==> config.mk <==
export PLATFORM = sky130hd
export DESIGN_NAME = dp_alu_flags
export DESIGN_NICKNAME = d
export VERILOG_FILES = /design/src/rtl/dp_alu_flags.sv
export SDC_FILE = /design/constraint.sdc
export NUM_CORES = 1
export LEC_CHECK = 0
export ABC_AREA = 1
export CORE_MARGIN = 1
export CORE_UTILIZATION = 35
export DETAILED_ROUTE_END_ITERATION = 8
export GPL_TIMING_DRIVEN = 0
export PLACE_DENSITY_LB_ADDON = 0.2
export SYNTH_ARGS = -nofsm -noshare
export SYNTH_HDL_FRONTEND = slang
export SYNTH_SLANG_ARGS = --single-unit
==> constraint.sdc <==
create_clock -name CLOCK_50 -period 4.7 [get_ports CLOCK_50]
set_clock_uncertainty 0.2 [all_clocks]
set_input_delay 0.47 -clock CLOCK_50 [delete_from_list [all_inputs] [get_ports CLOCK_50]]
set_output_delay 0.47 -clock CLOCK_50 [all_outputs]
set_load 0.02 [all_outputs]
==> src/rtl/dp_alu_flags.sv <==
// Execute-stage ALU for data-processing instructions. Evaluates the condition
// field against the held NZCV, computes the result, updates NZCV and issues a
// registered write-back request for Rd.
module dp_alu_flags (
  input  logic        CLOCK_50,
  input  logic        RESET_N,
  input  logic        in_valid,
  input  logic [3:0]  IR_cond,
  input  logic [3:0]  IR_cmd,
  input  logic        IR_S,
  input  logic [3:0]  IR_Rd,
  input  logic [31:0] RF_Rn,
  input  logic [31:0] src2,
  input  logic        was_shifted,
  input  logic        carryBit,
  input  logic        flags_ld,
  input  logic [3:0]  flags_in,
  output logic [31:0] result,
  output logic [3:0]  wb_Rd,
  output logic        wb_en,
  output logic        result_valid,
  output logic        cond_pass,
  output logic [3:0]  flags
);

  localparam logic [3:0] OpAnd = 4'h0;
  localparam logic [3:0] OpEor = 4'h1;
  localparam logic [3:0] OpSub = 4'h2;
  localparam logic [3:0] OpRsb = 4'h3;
  localparam logic [3:0] OpAdd = 4'h4;
  localparam logic [3:0] OpAdc = 4'h5;
  localparam logic [3:0] OpSbc = 4'h6;
  localparam logic [3:0] OpRsc = 4'h7;
  localparam logic [3:0] OpTst = 4'h8;
  localparam logic [3:0] OpTeq = 4'h9;
  localparam logic [3:0] OpCmp = 4'hA;
  localparam logic [3:0] OpCmn = 4'hB;
  localparam logic [3:0] OpOrr = 4'hC;
  localparam logic [3:0] OpMov = 4'hD;
  localparam logic [3:0] OpBic = 4'hE;
  localparam logic [3:0] OpMvn = 4'hF;

  logic        fn, fz, fc, fv;
  logic        cond_ok;
  logic        is_arith;
  logic        is_cmp;
  logic [31:0] op_a, op_b;
  logic        cin;
  logic [32:0] sum;
  logic        ovf;
  logic [31:0] alu_res;
  logic [3:0]  nzcv_next;

  assign {fn, fz, fc, fv} = flags;

  // Condition check against the flags held before this instruction.
  always_comb begin
    cond_ok = 1'b0;
    case (IR_cond)
      4'h0: cond_ok = fz;
      4'h1: cond_ok = !fz;
      4'h2: cond_ok = fc;
      4'h3: cond_ok = !fc;
      4'h4: cond_ok = fn;
      4'h5: cond_ok = !fn;
      4'h6: cond_ok = fv;
      4'h7: cond_ok = !fv;
      4'h8: cond_ok = fc && !fz;
      4'h9: cond_ok = !fc || fz;
      4'hA: cond_ok = (fn == fv);
      4'hB: cond_ok = (fn != fv);
      4'hC: cond_ok = !fz && (fn == fv);
      4'hD: cond_ok = fz || (fn != fv);
      4'hE: cond_ok = 1'b1;
      default: cond_ok = 1'b0;
    endcase
  end

  // Adder operand selection: subtracts become a + ~b + 1 (or + C), so bit 32
  // is directly the not-borrow carry.
  always_comb begin
    op_a     = RF_Rn;
    op_b     = src2;
    cin      = 1'b0;
    is_arith = 1'b1;
    case (IR_cmd)
      OpSub, OpCmp: begin op_b = ~src2; cin = 1'b1; end
      OpRsb:        begin op_a = src2; op_b = ~RF_Rn; cin = 1'b1; end
      OpAdd, OpCmn: cin = 1'b0;
      OpAdc:        cin = fc;
      OpSbc:        begin op_b = ~src2; cin = fc; end
      OpRsc:        begin op_a = src2; op_b = ~RF_Rn; cin = fc; end
      default:      is_arith = 1'b0;
    endcase
  end

  assign sum    = {1'b0, op_a} + {1'b0, op_b} + {32'd0, cin};
  assign ovf    = (op_a[31] == op_b[31]) && (sum[31] != op_a[31]);
  assign is_cmp = (IR_cmd[3:2] == 2'b10);

  // Result mux and next NZCV.
  always_comb begin
    alu_res = sum[31:0];
    case (IR_cmd)
      OpAnd, OpTst: alu_res = RF_Rn & src2;
      OpEor, OpTeq: alu_res = RF_Rn ^ src2;
      OpOrr:        alu_res = RF_Rn | src2;
      OpMov:        alu_res = src2;
      OpBic:        alu_res = RF_Rn & ~src2;
      OpMvn:        alu_res = ~src2;
      default:      alu_res = sum[31:0];
    endcase
    nzcv_next[3] = alu_res[31];
    nzcv_next[2] = (alu_res == 32'd0);
    nzcv_next[1] = is_arith ? sum[32] : (was_shifted ? carryBit : fc);
    nzcv_next[0] = is_arith ? ovf : fv;
  end

  // Output and flag registers; an MSR-style load beats an instruction update.
  always_ff @(posedge CLOCK_50) begin
    if (!RESET_N) begin
      result       <= 32'd0;
      wb_Rd        <= 4'd0;
      wb_en        <= 1'b0;
      result_valid <= 1'b0;
      cond_pass    <= 1'b0;
      flags        <= 4'b0000;
    end else begin
      if (in_valid) begin
        result       <= alu_res;
        wb_Rd        <= IR_Rd;
        cond_pass    <= cond_ok;
        wb_en        <= cond_ok && !is_cmp;
        result_valid <= 1'b1;
      end else begin
        wb_en        <= 1'b0;
        result_valid <= 1'b0;
      end
      if (flags_ld) begin
        flags <= flags_in;
      end else if (in_valid && cond_ok && (IR_S || is_cmp)) begin
        flags <= nzcv_next;
      end
    end
  end

endmodule

Word level (Yosys, flattened, before mapping)
Index checks and enable logic that the tools add are counted.
{"block": "word_totals", "reg_bits": 43}
{"block": "classes", "addsub": 2, "n_eq_ne": 34, "mux": 12, "bitwise_logic": 6, "reduce_logical": 30}
{"operator": "$pmux 32 s6", "count": 1}
{"operator": "$and 32x32->32", "count": 2}
{"operator": "$not 32->32", "count": 2}
{"operator": "$pmux 32 s2", "count": 1}
{"operator": "$eq 4x4->1 const B", "count": 15}
{"operator": "$add 32x32->33", "count": 1}
{"operator": "$add 33x1->33", "count": 1}
{"operator": "$eq 4x3->1 const B", "count": 8}
{"operator": "$logic_not 32->1", "count": 1}
{"operator": "$mux 32", "count": 1}
{"operator": "$or 32x32->32", "count": 1}
{"operator": "$xor 32x32->32", "count": 1}
{"operator": "$eq 4x2->1 const B", "count": 4}
{"operator": "$pmux 1 s15", "count": 1}
{"operator": "$reduce_or 3->1", "count": 3}
{"operator": "$eq 4x1->1 const B", "count": 2}
{"operator": "$logic_not 4->1", "count": 2}
{"operator": "$mux 4", "count": 2}
{"operator": "$reduce_or 8->1", "count": 1}
{"operator": "$logic_and 1x1->1", "count": 6}
{"operator": "$reduce_and 2->1", "count": 3}
{"operator": "$reduce_or 2->1", "count": 3}
{"operator": "$logic_not 1->1", "count": 5}
{"operator": "$mux 1", "count": 5}
{"operator": "other kinds (7)", "count": 12}

Longest topological paths before layout
Gate-level depths: netlist (run 1).
{"block": "logic_depth", "ltp_word": 10, "mapped_depth": 27, "depth_no_buf": 25}

Worst setup path before layout (run 1)
Ideal clock, no wire load.
{"block": "synth_timing", "kind": "input to register", "startpoint": "input port IR_cmd[0]", "endpoint": "register flags[2]", "setup_time_ns": 0.071, "arrival_ns": 3.344, "required_ns": 4.429, "slack_ns": 1.086, "cell_stages": 25, "n_path_buf": 3, "cell_sequence": "buf_2 -> nand2_1 -> nor2_1 -> clkbuf_1 -> buf_1 -> nand2_1 -> o21ai_0 -> fa_1 -> inv_1 -> fa_1 -> nand2_1 -> nand2_1 -> nand3_1 -> nand2_1 -> nand2_1 -> nand3_1 -> nand2_1 -> nand3_1 -> nand3_1 -> nand2_1 -> nor2_1 -> nand2_1 -> nor2_1 -> nand3_1 -> a21oi_1"}
{"block": "synth_via", "elab_chain_cells": 9, "word_cells_on_any_way": 29}
{"item": "from (decl)", "line": "9", "text": "input logic [3:0] IR_cmd,"}
{"item": "$eq 4x3->1 (tied with other cells)", "line": "86", "text": "case (IR_cmd)"}
{"item": "$reduce_or 3->1 (no source line) / $reduce_or 2->1 (equally long branches)"}
{"item": "$pmux 32 s2 / $mux 32 (equally long branches)", "line": "86"}
{"item": "$add 32x32->33", "line": "97", "text": "assign sum = {1'b0, op_a} + {1'b0, op_b} + {32'd0, cin};"}
{"item": "$add 33x1->33", "line": "97"}
{"item": "$pmux 32 s6 (*)", "line": "104", "text": "case (IR_cmd)"}
{"item": "$logic_not 32->1 (*)", "line": "114", "text": "nzcv_next[2] = (alu_res == 32'd0);"}
{"item": "$mux 4 (*)", "line": "141", "text": "end else if (in_valid && cond_ok && (IR_S || is_cmp)) begin"}
{"item": "$mux 4 (*)", "line": "139", "text": "if (flags_ld) begin"}
{"item": "to (signal assigned)", "line": "140", "text": "flags <= flags_in;"}
{"item": "to (signal assigned)", "line": "142", "text": "flags <= nzcv_next;"}
{"item": "to (decl)", "line": "23", "text": "output logic [3:0] flags"}
Every way passes the cells marked *; elsewhere a longest branch is shown, timed or not. The select of a mux whose other input is x is not followed.
A chain may end at the register's enable or synchronous reset.

Worst setup path after layout (run 1)
{"block": "layout_timing", "startpoint": "input port IR_cmd[2]", "endpoint": "register flags[2]"}
{"block": "layout_via", "elab_chain_cells": 9, "word_cells_on_any_way": 33}
{"item": "$eq 4x3->1 (tied with other cells)", "line": "86"}
{"item": "$reduce_or 3->1 (no source line) / $reduce_or 2->1 (equally long branches)"}
{"item": "$pmux 32 s2 / $mux 32 (equally long branches)", "line": "86"}
{"item": "$add 32x32->33", "line": "97"}
{"item": "$add 33x1->33", "line": "97"}
{"item": "$pmux 32 s6", "line": "104"}
{"item": "$logic_not 32->1", "line": "114"}
{"item": "$mux 4", "line": "141"}
{"item": "$mux 4", "line": "139"}
Parallel ways exist; a longest one is shown, timed or not. The select of a mux whose other input is x is not followed.

==> impl_metrics.tcl, run 1 <==
set metrics [dict create \
    syn_area_um2 7317 \
    ys_top_cells_by_area "nand2_1 (24%), inv_1 (12%), dfxtp_1 (12%)" \
    dr.pass1.iters 5 \
    worstPathRequired_ns 4.72 \
    path_buf_inv 4 \
    stdcell_area_um2 9143 \
    cts_buffers 5 \
    dieHeight_um 146.6 \
    synth_edf_count 0 \
    antenna_cells 0 \
    tightest_slew_ns 0.8572 \
    cp_slowest_cell "clkbuf_1" \
    vias 9361 \
    nNetsFinal 1658 \
    ctsHoldBuffers 0 \
    antenna_found_initial 0 \
    hold_viol 0 \
    fp.dieArea_um2 21490 \
    path_cells "clkdlybuf4s50_1 > nand2_2 > inv_2 > nor2_4 > clkbuf_1 > nand2_1 > o221ai_1 > ha_1 > nand2_1 > nor2_1 > inv_1 > nor3_2 > a21oi_1 > nand3_1 > nand3_1 > nand2_1 > nand3_1 > nor2_1 > nand3_1 > a21oi_1" \
    rows 52 \
    drc 0 \
    syn_nets 1525 \
    fp.coreArea_um2 20360 \
    multiInputGateArea_um2 5364 \
    setup_slack_ns 0.2557 \
    critical-path-top-delay-family "simple AND/OR/NAND/NOR gates" \
    finalMaxSlewViolations 0 \
    yosys_warnings 0 \
    place_area_um2 8916 \
    leakagePower_nw 4.748 \
    yosysSeqAreaShare 0.1176 \
    gp_congestion 0.9467 \
    ys.flop_type "dfxtp_1" \
    insertion_delay_ns 0.29 \
    setup_violations 0 \
    grt_pass1_vias 8723 \
    synth.most_common_cell "nand2_1" \
    grt_pass1_wl_mm 46.98 \
    postSynthCellCount 1373 \
    start_kind "input pin" \
    cts_sinks 43 \
    drtIter0Drc 754 \
    hold_ws_ns 0.2687 \
    status "complete, no violations" \
    rrSetupSlack_ns 1.03 \
    criticalPathCategory "in2reg" \
    end_kind "flop" \
    clk_pin_slew_ns 0.06 \
    initial_core_util 0.3593 \
    cts_setup_buffers 0 \
    critPathMaxFanout 10 \
    dp_slack_ns -0.8716 \
    ios 130 \
    grt_usage 0.2825 \
    hold_class "reg2reg" \
    cp_data_arrival_time_ns 4.46 \
    max_freq_ghz 0.2250 \
    rsz0062_at_grt "false" \
    htreeDepth 2 \
    synthArstFlopShare 0 \
    viasPerCell 5.268 \
    fillers 2272 \
    yosysTopAreaCellShare 0.2365 \
    cts_root_buf "clkbuf_16" \
    syn2layout_area_growth_pct 24.95 \
    cts.path.max_buffers 2 \
    chipWidth_um 146.6 \
    avgSynthCellArea_um2 5.329 \
    synth_top_area_cell "nand2_1" \
    period_share 0.9456 \
    peakVddDrop_mv 0.1948 \
    layout-drive-gt1-share 0.03517 \
    pwr_density_cell_nw_per_um2 219.2 \
    max_cap_violations 0 \
    routedWlPerCell_um 17.11 \
    synthTopCellsByCount "nand2_1 (461), inv_1 (233), nor2_1 (131), o21ai_0 (106), nand3_1 (94)" \
    gr-total-overflow 0 \
    period_needed_ns 4.444 \
    numPortBuffers 126 \
    grt_max_degree 14 \
    max_slew_margin 0.4285 \
    cts_tree "done" \
    max_stage_delay_ns 0.57 \
    routed_wl_mm 30.40 \
    ys_seq_elements 43 \
    ff_latch_area_um2 860.8 \
    antenna_left 0 \
    critPathMostFrequentCell "nand3_1" \
    hpwlAfterDp_mm 24.25 \
    synth_cell_types 43 \
]
## repair_timing
action	in CTS	in global routing
setup endpoints to repair	21	14
gates resized for setup	10	22
hold endpoints to repair	0	0
## worst register-to-register path: stages (launching register included)
cell	delay (ns)
dfxtp_1	0.39
inv_1	0.16
nor4_1	0.30
a21oi_1	0.10
fa_1	0.42
inv_1	0.15
fa_1	0.24
nand3_1	0.10
nand3_1	0.18
nand2_1	0.10
nand2_1	0.18
nand2_1	0.10
nand2_1	0.07
nand2_1	0.05
nand3_1	0.09
nand2_1	0.09
inv_1	0.09
nand2_1	0.05
nor2_1	0.11
nand3_1	0.11
nor2_1	0.13
nand3_1	0.10
a21oi_1	0.12
## state kept, by name, indices dropped and copies added (netlist names)
signal	cells
result	32
flags	4
wb_Rd	4
cond_pass	1
result_valid	1
wb_en	1
## routing by layer
layer  GRT usage  wire [um]
met2      0.4519      13500
met3     0.03875       2570
met5           0          0
met4      0.1307       1476
met1      0.3736      12850
## cells in the final DEF (no fill, tap or decap), types with 8 or more instances in the layout
cell,instances
nand4_1,12
dfxtp_1,43
clkbuf_1,16
nor2_1,129
o21ai_0,106
inv_1,233
nor3_1,18
a21oi_1,45
o211ai_1,20
nand3_1,94
xor2_1,9
nand2_1,461
a211oi_1,8
clkdlybuf4s50_1,125
ha_1,62
o221ai_1,31
## area by class of cell
cell class / count / area share
Inverter: 236 / 0.09717
Timing Repair Buffer: 126 / 0.1382
Sequential cell: 43 / 0.09416
Clock buffer: 6 / 0.01519
Multi-Input combinational cell: 1048 / 0.5867
Clock inverter: 2 / 0.003832
Buffer: 46 / 0.02778
Tap cell: 270 / 0.03695
## final timing paths
path | startpoint | to | cells past startpoint
max | IR_cmd[2] | flags[2] | 20
min | cond_pass | cond_pass | 2
max reg2reg | flags[1] | flags[2] | 22
min reg2reg | cond_pass | cond_pass | 2
## metrics by stage
step | setup TNS (ns) | cells | total power, mW | util
6_report | 0 | 1777 | 2.004 | 0.4489
5_1_grt | 0 | 1777 | 2.164 | 0.4489
4_1_cts | 0 | 1777 | 1.994 | 0.4471
3_5_place_dp | -10.43 | 1769 | 1.586 | 0.4378
3_3_place_gp | -9.981 | 1769 | 1.578 | 0.4378
2_1_floorplan | 0 | 1373 | 1.151 | -
## kinds of logic (layout without fill, tap and decap cells)
logic type	after synthesis	count (layout)	synth area share
simple gates	736	736	0.4087
buf+inv	282	416	0.1524
compound gates	236	236	0.1949
fa+ha+maj	65	65	0.1132
flops	43	43	0.1176
xor+xnor	11	11	0.01317
## power by group
group	switching [mW]	total [mW]	internal, mW
logic	0.756	1.18	0.423
clock network	0.139	0.403	0.264
registers	0.0217	0.422	0.400
total	0.917	2.00	1.09
No activity file was read; power rests on OpenSTA's default activity.
==> inputs of run 2 (changes only) <==
Settings changed: HOLD_SLACK_MARGIN from default to 0.05.
==> results of run 2 <==
Final layout, timing and power as in run 1 (identical DEF).
==> inputs of run 3 (changes only) <==
Settings changed: CORE_MARGIN 1 to 2, HOLD_SLACK_MARGIN 0.05 to default, SLEW_MARGIN from default to 20.
==> impl_metrics.tcl, run 3 (synthesis results as in run 1) <==
set metrics [dict create \
    status "complete, no violations" \
    stdcell_area_um2 9110 \
    power_mw 1.944 \
    worstPathRequired_ns 4.72 \
    layout_common_cells "nand2_1 (461), inv_1 (233), nor2_1 (129), clkdlybuf4s50_1 (125), o21ai_0 (106)" \
    power_frac_seq 0.217 \
    grt_usage 0.2725 \
    netSwitchingFraction 0.4706 \
    peakVddDrop_mv 0.1628 \
    max_freq_ghz 0.2270 \
    rsz0062_at_grt "false" \
    place_area_um2 8916 \
    ios 130 \
    dr.pass1.iters 5 \
    grt_pass1_wl_mm 46.56 \
    period_share 0.9372 \
    period_needed_ns 4.405 \
    cts_tree "done" \
    ctsHoldBuffers 0 \
    switchingPower_uw 914.9 \
    clk_pin_slew_ns 0.06 \
    insertion_delay_ns 0.28 \
    chipWidth_um 148.6 \
    grt_pass1_vias 8561 \
    hold_ws_ns 0.2662 \
    hold_viol 0 \
    antenna_left 0 \
    regMostFlops "result" \
    antenna_found_initial 1 \
    finalMaxSlewViolations 0 \
    hold_class "reg2reg" \
    top_regs "result (32), flags (4), wb_Rd (4)" \
    path_cells "clkdlybuf4s50_1 > nor2_4 > clkbuf_2 > buf_4 > nand2_1 > o21ai_0 > fa_1 > inv_1 > fa_1 > nand3_1 > nand3_1 > nand2_1 > nand2_1 > nand2_1 > nand3_1 > nand2_1 > nand2_1 > inv_1 > nand3_1 > nor2_1 > nand3_1 > nor2_1 > nand3_1 > a21oi_1" \
    grt_max_degree 13 \
    rrSetupSlack_ns 0.97 \
    fp.coreArea_um2 20360 \
    max_cap_violations 0 \
    dieHeight_um 148.6 \
    critPathMaxFanout 10 \
    viasPerCell 5.224 \
    vias 9278 \
    numPortBuffers 126 \
    pwr_density_cell_nw_per_um2 213.4 \
    cp_slowest_cell "clkdlybuf4s50_1" \
    initial_core_util 0.3593 \
    setup_violations 0 \
    p_int_mw 1.029 \
    cts_sinks 43 \
    start_kind "input pin" \
    fillers 2265 \
    cts_buffers 5 \
    gp_congestion 0.9857 \
    largest_reg_flops 32 \
    max_slew_margin 0.4206 \
    final_common_cell "nand2_1" \
    fp.dieArea_um2 22080 \
    htreeDepth 2 \
    crit_end "flags[2]" \
    drtIter0Drc 818 \
    rows 52 \
    gr-total-overflow 0 \
    cts.path.max_buffers 2 \
    criticalPathCategory "in2reg" \
    end_kind "flop" \
    finalSetupTns_ns 0 \
    nNetsFinal 1658 \
    cts_root_buf "clkbuf_16" \
    antenna_cells 0 \
    utilization 0.4473 \
    clockPowerShare 0.175 \
    routed_wl_mm 30.82 \
    r2r-end "flags[2]" \
    syn2layout_area_growth_pct 24.50 \
    reg2reg_from "flags[1]" \
    startpoint "IR_cmd[3]" \
    layout-drive-gt1-share 0.03386 \
    cp_data_arrival_time_ns 4.42 \
    routedWlPerCell_um 17.35 \
    rr_worst_depth 20 \
    combinationalPowerShare 0.608 \
    leakagePower_nw 4.736 \
    max_stage_delay_ns 0.52 \
    hpwlAfterDp_mm 24.89 \
    tightest_slew_ns 0.8691 \
    drc 0 \
]
## run 3: changes by cell type in the layout (fill, tap and decap cells not counted)
cell       change
ha_2           -1
bufinv_16      -1
ha_1           +1
## run 3: repair_timing
| item | in CTS | in global routing |
|---|---|---|
| buffers inserted | 0 | 0 |
| resized for setup | 11 | 19 |
| endpoints found under the setup margin | 22 | 10 |
## run 3: per-layer routing
layer / GRT usage / wire length (um)
met4: 0.09857 / 1131
met5: 0 / 13
met3: 0.04018 / 2693
met1: 0.3637 / 13000
met2: 0.4468 / 13980
## run 3: final cells by class
| cell class | instances | area [um^2] | share of cell area |
|---|---|---|---|
| multi-input combinational | 1048 | 5361 | 0.5885 |
| buffer | 46 | 254.0 | 0.02788 |
| timing repair buffer | 126 | 1264 | 0.1387 |
| inverter | 236 | 888.4 | 0.09751 |
| clock inverter | 1 | 5.005 | 0.0005494 |
| tap | 270 | 337.8 | 0.03708 |
| sequential | 43 | 860.8 | 0.09449 |
| clock buffer | 6 | 138.9 | 0.01525 |
## run 3: worst min path at each step
stage | from | to | depth (start not counted)
after floorplan | cond_pass | cond_pass | 2
after global placement | cond_pass | cond_pass | 2
after detailed placement | cond_pass | cond_pass | 2
after CTS | cond_pass | cond_pass | 2
after global routing | cond_pass | cond_pass | 2
final | cond_pass | cond_pass | 2
## run 3: critical path: cells and delay by family
kind | cells | cell delay (ns)
and+or+nand+nor | 15 | 1.84
buffers and inverters | 5 | 1.18
adders and majority gates | 2 | 0.70
AOI/OAI and AO/OA | 2 | 0.24
## run 3: metrics by stage
step,instances,setup slack (ns)
6_report,1776,0.2953
5_1_grt,1776,0.005943
4_1_cts,1776,0.06268
3_5_place_dp,1769,-0.8371
3_3_place_gp,1769,-0.8315
2_1_floorplan,1373,1.086
## run 3: power by group through the flow
stage	registers [mW]	clock network (mW)	logic, mW
final	0.422	0.340	1.18
after global routing	0.427	0.363	1.31
after CTS	0.422	0.346	1.17
after detailed placement	0.430	0	1.16
after global placement	0.430	0	1.15
after floorplan	0.469	0	0.682
==> RTL edit 1 (settings of run 1) <==
Put one more register stage on the output `result_valid`, cleared by the reset. The value now appears one clock later. The other outputs are not delayed to match.
--- a/src/rtl/dp_alu_flags.sv
+++ b/src/rtl/dp_alu_flags.sv
@@ -41,2 +41,4 @@
   localparam logic [3:0] OpMvn = 4'hF;
+
+  logic result_valid_s0;
 
@@ -124,3 +126,3 @@
       wb_en        <= 1'b0;
-      result_valid <= 1'b0;
+      result_valid_s0 <= 1'b0;
       cond_pass    <= 1'b0;
@@ -133,6 +135,6 @@
         wb_en        <= cond_ok && !is_cmp;
-        result_valid <= 1'b1;
+        result_valid_s0 <= 1'b1;
       end else begin
         wb_en        <= 1'b0;
-        result_valid <= 1'b0;
+        result_valid_s0 <= 1'b0;
       end
@@ -146,2 +148,10 @@
 
+  always_ff @(posedge CLOCK_50) begin
+    if (!RESET_N) begin
+      result_valid <= '0;
+    end else begin
+      result_valid <= result_valid_s0;
+    end
+  end
+
 endmodule
Function: changed (Yosys sat finds a counterexample within 4 cycles, from zero or initial values and one cycle with RESET_N low).
==> RTL edit 1 against run 1 <==
  * Cell count is 0.68% lower
  * Sequential cell count increased by 1
  * Critical path depth grew 6
  * Total power decreased by 2.9%
  * Worst setup slack got worse by 0.13 ns
  * Wire length decreased by 1.5%
  * Cell area is 0.51% lower
  * Largest power group unchanged
  * Worst hold slack worse by 0.046 ns
  * Synthesized area decreased by 0.79%
==> RTL edit 1: results (changes against run 1) <==
Finished Layout Cells=1765 (-0.68%); Mean Syn Cell Area=5.34 µm² (+0.24%); drt initial violations=837 (+11%); Post-synth ARST share=0% (unchanged); Syn Nets=1511 (-0.92%); Total Routed Length=29900 µm (-1.5%); initial antenna violation count=0 (unchanged); critical path data arrival time=4.59 ns (+0.13 ns); LEAKAGE=4.65 nW (-2.1%); router iterations before antenna repair=6 (+1); synth top area cells=nand2_1 (23%), dfxtp_1 (12%), inv_1 (12%); maximum VDD drop=188 µV (-3.6%); Post-Place Worst Slack=-0.869 ns (+0.00242 ns); Worst-Margin Slew=1.04 ns (+0.185 ns); WHS=0.223 ns (-0.0456 ns); via count=9377 (+0.17%); largest net degree at the start of global routing=16 (+2); gr usage total=27.5% (-0.72 points); Yosys cell types=37 (-14%); R2R setup slack=0.91 ns (-0.12 ns); ant diodes=0 (unchanged); vias in the first global route=8505 (-2.5%); WL met1=13100 µm (+2.3%); met2 wire len=12500 µm (-7.4%); status=finished, final reports clean; met3 wire len=2510 µm (-2.3%); Port Buffers=128 (+1.6%); Post-DP Area=8880 µm² (-0.42%); Final Net Count=1646 (-0.72%); placer congestion estimate=0.953 (+0.65%); share of cells above drive strength 1=3.55% (+0.028 points); f_max=218 MHz (-2.9%); first-pass GRT wire length=45500 µm (-3.1%); sequential area share after synthesis=12.1% (+0.37 points); cts bufs inserted=5 (unchanged); post-DP HPWL=24200 µm (-0.16%); Commonest cells post-synth=nand2_1 (445), inv_1 (224), nor2_1 (132), o21ai_0 (115), nand3_1 (84)
[RTL edit 1: cell types whose count changed in the layout (fill, tap and decap cells not counted), sizes merged, moves of 3 or more]
cell	run 1	this run
a21oi	45	57
clkdlybuf4s50	125	128
inv	236	226
nand2	465	447
nand3	94	84
nand4	12	16
o211ai	20	12
o21bai	2	6
[RTL edit 1: final timing paths]
| path | from | depth (start not counted) | endpoint |
|---|---|---|---|
| setup / recovery | IR_cmd[0] | 26 | flags[2]$_SDFFE_PN0P_ |
| hold / removal | result_valid_s0$_SDFF_PN0_ | 2 | result_valid$_SDFF_PN0_ |
| setup reg to reg | flags[1]$_SDFFE_PN0P_ | 20 | flags[2]$_SDFFE_PN0P_ |
| hold reg to reg | result_valid_s0$_SDFF_PN0_ | 2 | result_valid$_SDFF_PN0_ |
[RTL edit 1: critical path, stage by stage]
cell and delay, ns:
clkdlybuf4s50_1 0.48, buf_4 0.17, nand2_1 0.12, nor2_4 0.16, clkbuf_4 0.22, buf_6 0.20
nand2_1 0.06, o21ai_0 0.11, fa_2 0.31, inv_2 0.08, fa_1 0.46, nand2_2 0.14
nand2_1 0.09, nand3_1 0.12, nand2_1 0.08, nand2_1 0.12, nand2_1 0.11, nand2_1 0.07
nand3_1 0.16, nand2_2 0.16, nand4_1 0.12, nor2_1 0.16, nand3_1 0.08, nor2_1 0.13
nand3_1 0.09, a21oi_1 0.12
[RTL edit 1: cell families after synthesis]
| family | Yosys count | synth area share, % |
|---|---|---|
| XOR/XNOR | 9 | 1.09 |
| AND/OR/NAND/NOR | 720 | 40.5 |
| flip-flops | 44 | 12.1 |
| AO/OA/AOI/OAI | 248 | 20.2 |
| adder cells (fa/ha/maj) | 65 | 11.4 |
| buffers and inverters | 273 | 14.7 |
[RTL edit 1: layout make-up]
class	count	area, µm²
tap	270	338
clock buffer	5	125
multi-input combinational	1042	5360
sequential	44	881
clock inverter	3	23.8
fill	2294	11200
timing repair buffer	128	1280
inverter	227	852
buffer	46	239
[RTL edit 1: where the power goes]
group	switching, mW	internal [mW]	total (mW)
Clock	0.148	0.198	0.346
Combinational	0.750	0.419	1.17
Sequential	0.0224	0.409	0.431
Total	0.921	1.03	1.95
[RTL edit 1: layer usage]
metal  vias to the layer above  global-route usage [%]
met5                         -                       0
met4                         0                    15.3
met2                       447                    41.9
met1                      4159                    36.7
met3                        84                    4.91
li1                       4687                       -
[RTL edit 1: what timing repair did]
action / in CTS / in global routing
gates resized for setup: 13 / 24
pin swaps: 0 / 1
endpoints found under the setup margin: 18 / 11
setup buffers: 0 / 0
==> RTL edit 2 (flow settings as in run 1) <==
Without the edit above. Register the input `IR_cond` before use, without a reset. The logic sees it one clock later. The other inputs are not delayed to match.
--- a/src/rtl/dp_alu_flags.sv
+++ b/src/rtl/dp_alu_flags.sv
@@ -42,2 +42,8 @@
 
+  logic [3:0] IR_cond_q;
+
+  always_ff @(posedge CLOCK_50) begin
+    IR_cond_q <= IR_cond;
+  end
+
   logic        fn, fz, fc, fv;
@@ -58,3 +64,3 @@
     cond_ok = 1'b0;
-    case (IR_cond)
+    case (IR_cond_q)
       4'h0: cond_ok = fz;
Function: changed (a bounded check fails within 4 cycles, from zero or initial values and one cycle with RESET_N low).
==> RTL edit 2 against run 1 <==
  * Worst setup slack worse by 0.078 ns
  * First-iteration DRC count rose by 23%
  * Synthesized area increased by 2.0%
  * Total power is 4.0% higher
  * Largest power group unchanged
  * Wire length grew 3.1%
  * Count of clock-buffer cells in the layout is 1 lower
  * Cell count down 0.28%
  * Sequential cell count grew 4
  * Cell area increased by 1.9%
==> RTL edit 2: results (changes against run 1) <==
LEAKAGE=4.77 nW (+0.42%); sequential power=0.459 mW (+8.8%); WHS=0.277 ns (+0.00789 ns); status=finished, final reports clean; share of cells above drive strength 1=6.68% (+3.2 points); synth top area cells=nand2_1 (21%), dfxtp_1 (13%), inv_1 (11%); post-CTS sizing=8 (-2); maximum VDD drop=124 µV (-36%); first-pass GRT wire length=47300 µm (+0.64%); Psw=0.958 mW (+4.5%); DP Cell Count=1760 (-0.51%); Worst-Margin Slew=0.937 ns (+0.0797 ns); Yosys cell types=42 (-2.3%); Comb power frac=58.2% (-0.6 points); Slowest cell on crit path=clkdlybuf4s50_1; Mean Syn Cell Area=5.49 µm² (+3.0%); met2 wire len=14200 µm (+4.9%); part of the cycle the worst path needs=96.2% (+1.7 points); Synth Area in Compound Gates=22.1% (+2.6 points); critical path data arrival time=4.55 ns (+0.09 ns); Synth Area in Adders=11.1% (-0.22 points); vias per cell=5.40 (+2.5%); area share of xor/xnor cells in the synthesized design=0.704% (-0.61 points); Commonest cells post-synth=nand2_1 (415), inv_1 (221), nor2_1 (125), o21ai_0 (94), nand3_1 (91); placer congestion estimate=0.962 (+1.6%)
-- RTL edit 2: cell types whose count changed after synthesis, moves of 7 or more --
| cell | change |
|---|---|
| a21oi_1 | +7 |
| nand2_1 | -46 |
| o211ai_1 | +9 |
| a31o_2 | +31 |
| o21ai_0 | -12 |
| inv_1 | -12 |
| nor3_1 | -7 |
| o22ai_1 | +36 |
| nand4_1 | +9 |
| o221ai_1 | -29 |
-- RTL edit 2: cell type report --
class / instances / area (µm²)
Fill cell: 2328 / 11600
Multi-Input combinational cell: 1032 / 5420
Timing Repair Buffer: 130 / 1300
Sequential cell: 47 / 941
Inverter: 230 / 863
Tap cell: 275 / 344
Buffer: 50 / 279
Clock buffer: 5 / 125
Clock inverter: 3 / 43.8
-- RTL edit 2: critical path: cells and delay by family --
kind,cells,cell delay (ns)
adder cells (fa/ha/maj),1,0.28
buffers and inverters,5,1.47
AO/OA/AOI/OAI,3,0.61
AND/OR/NAND/NOR,14,1.72
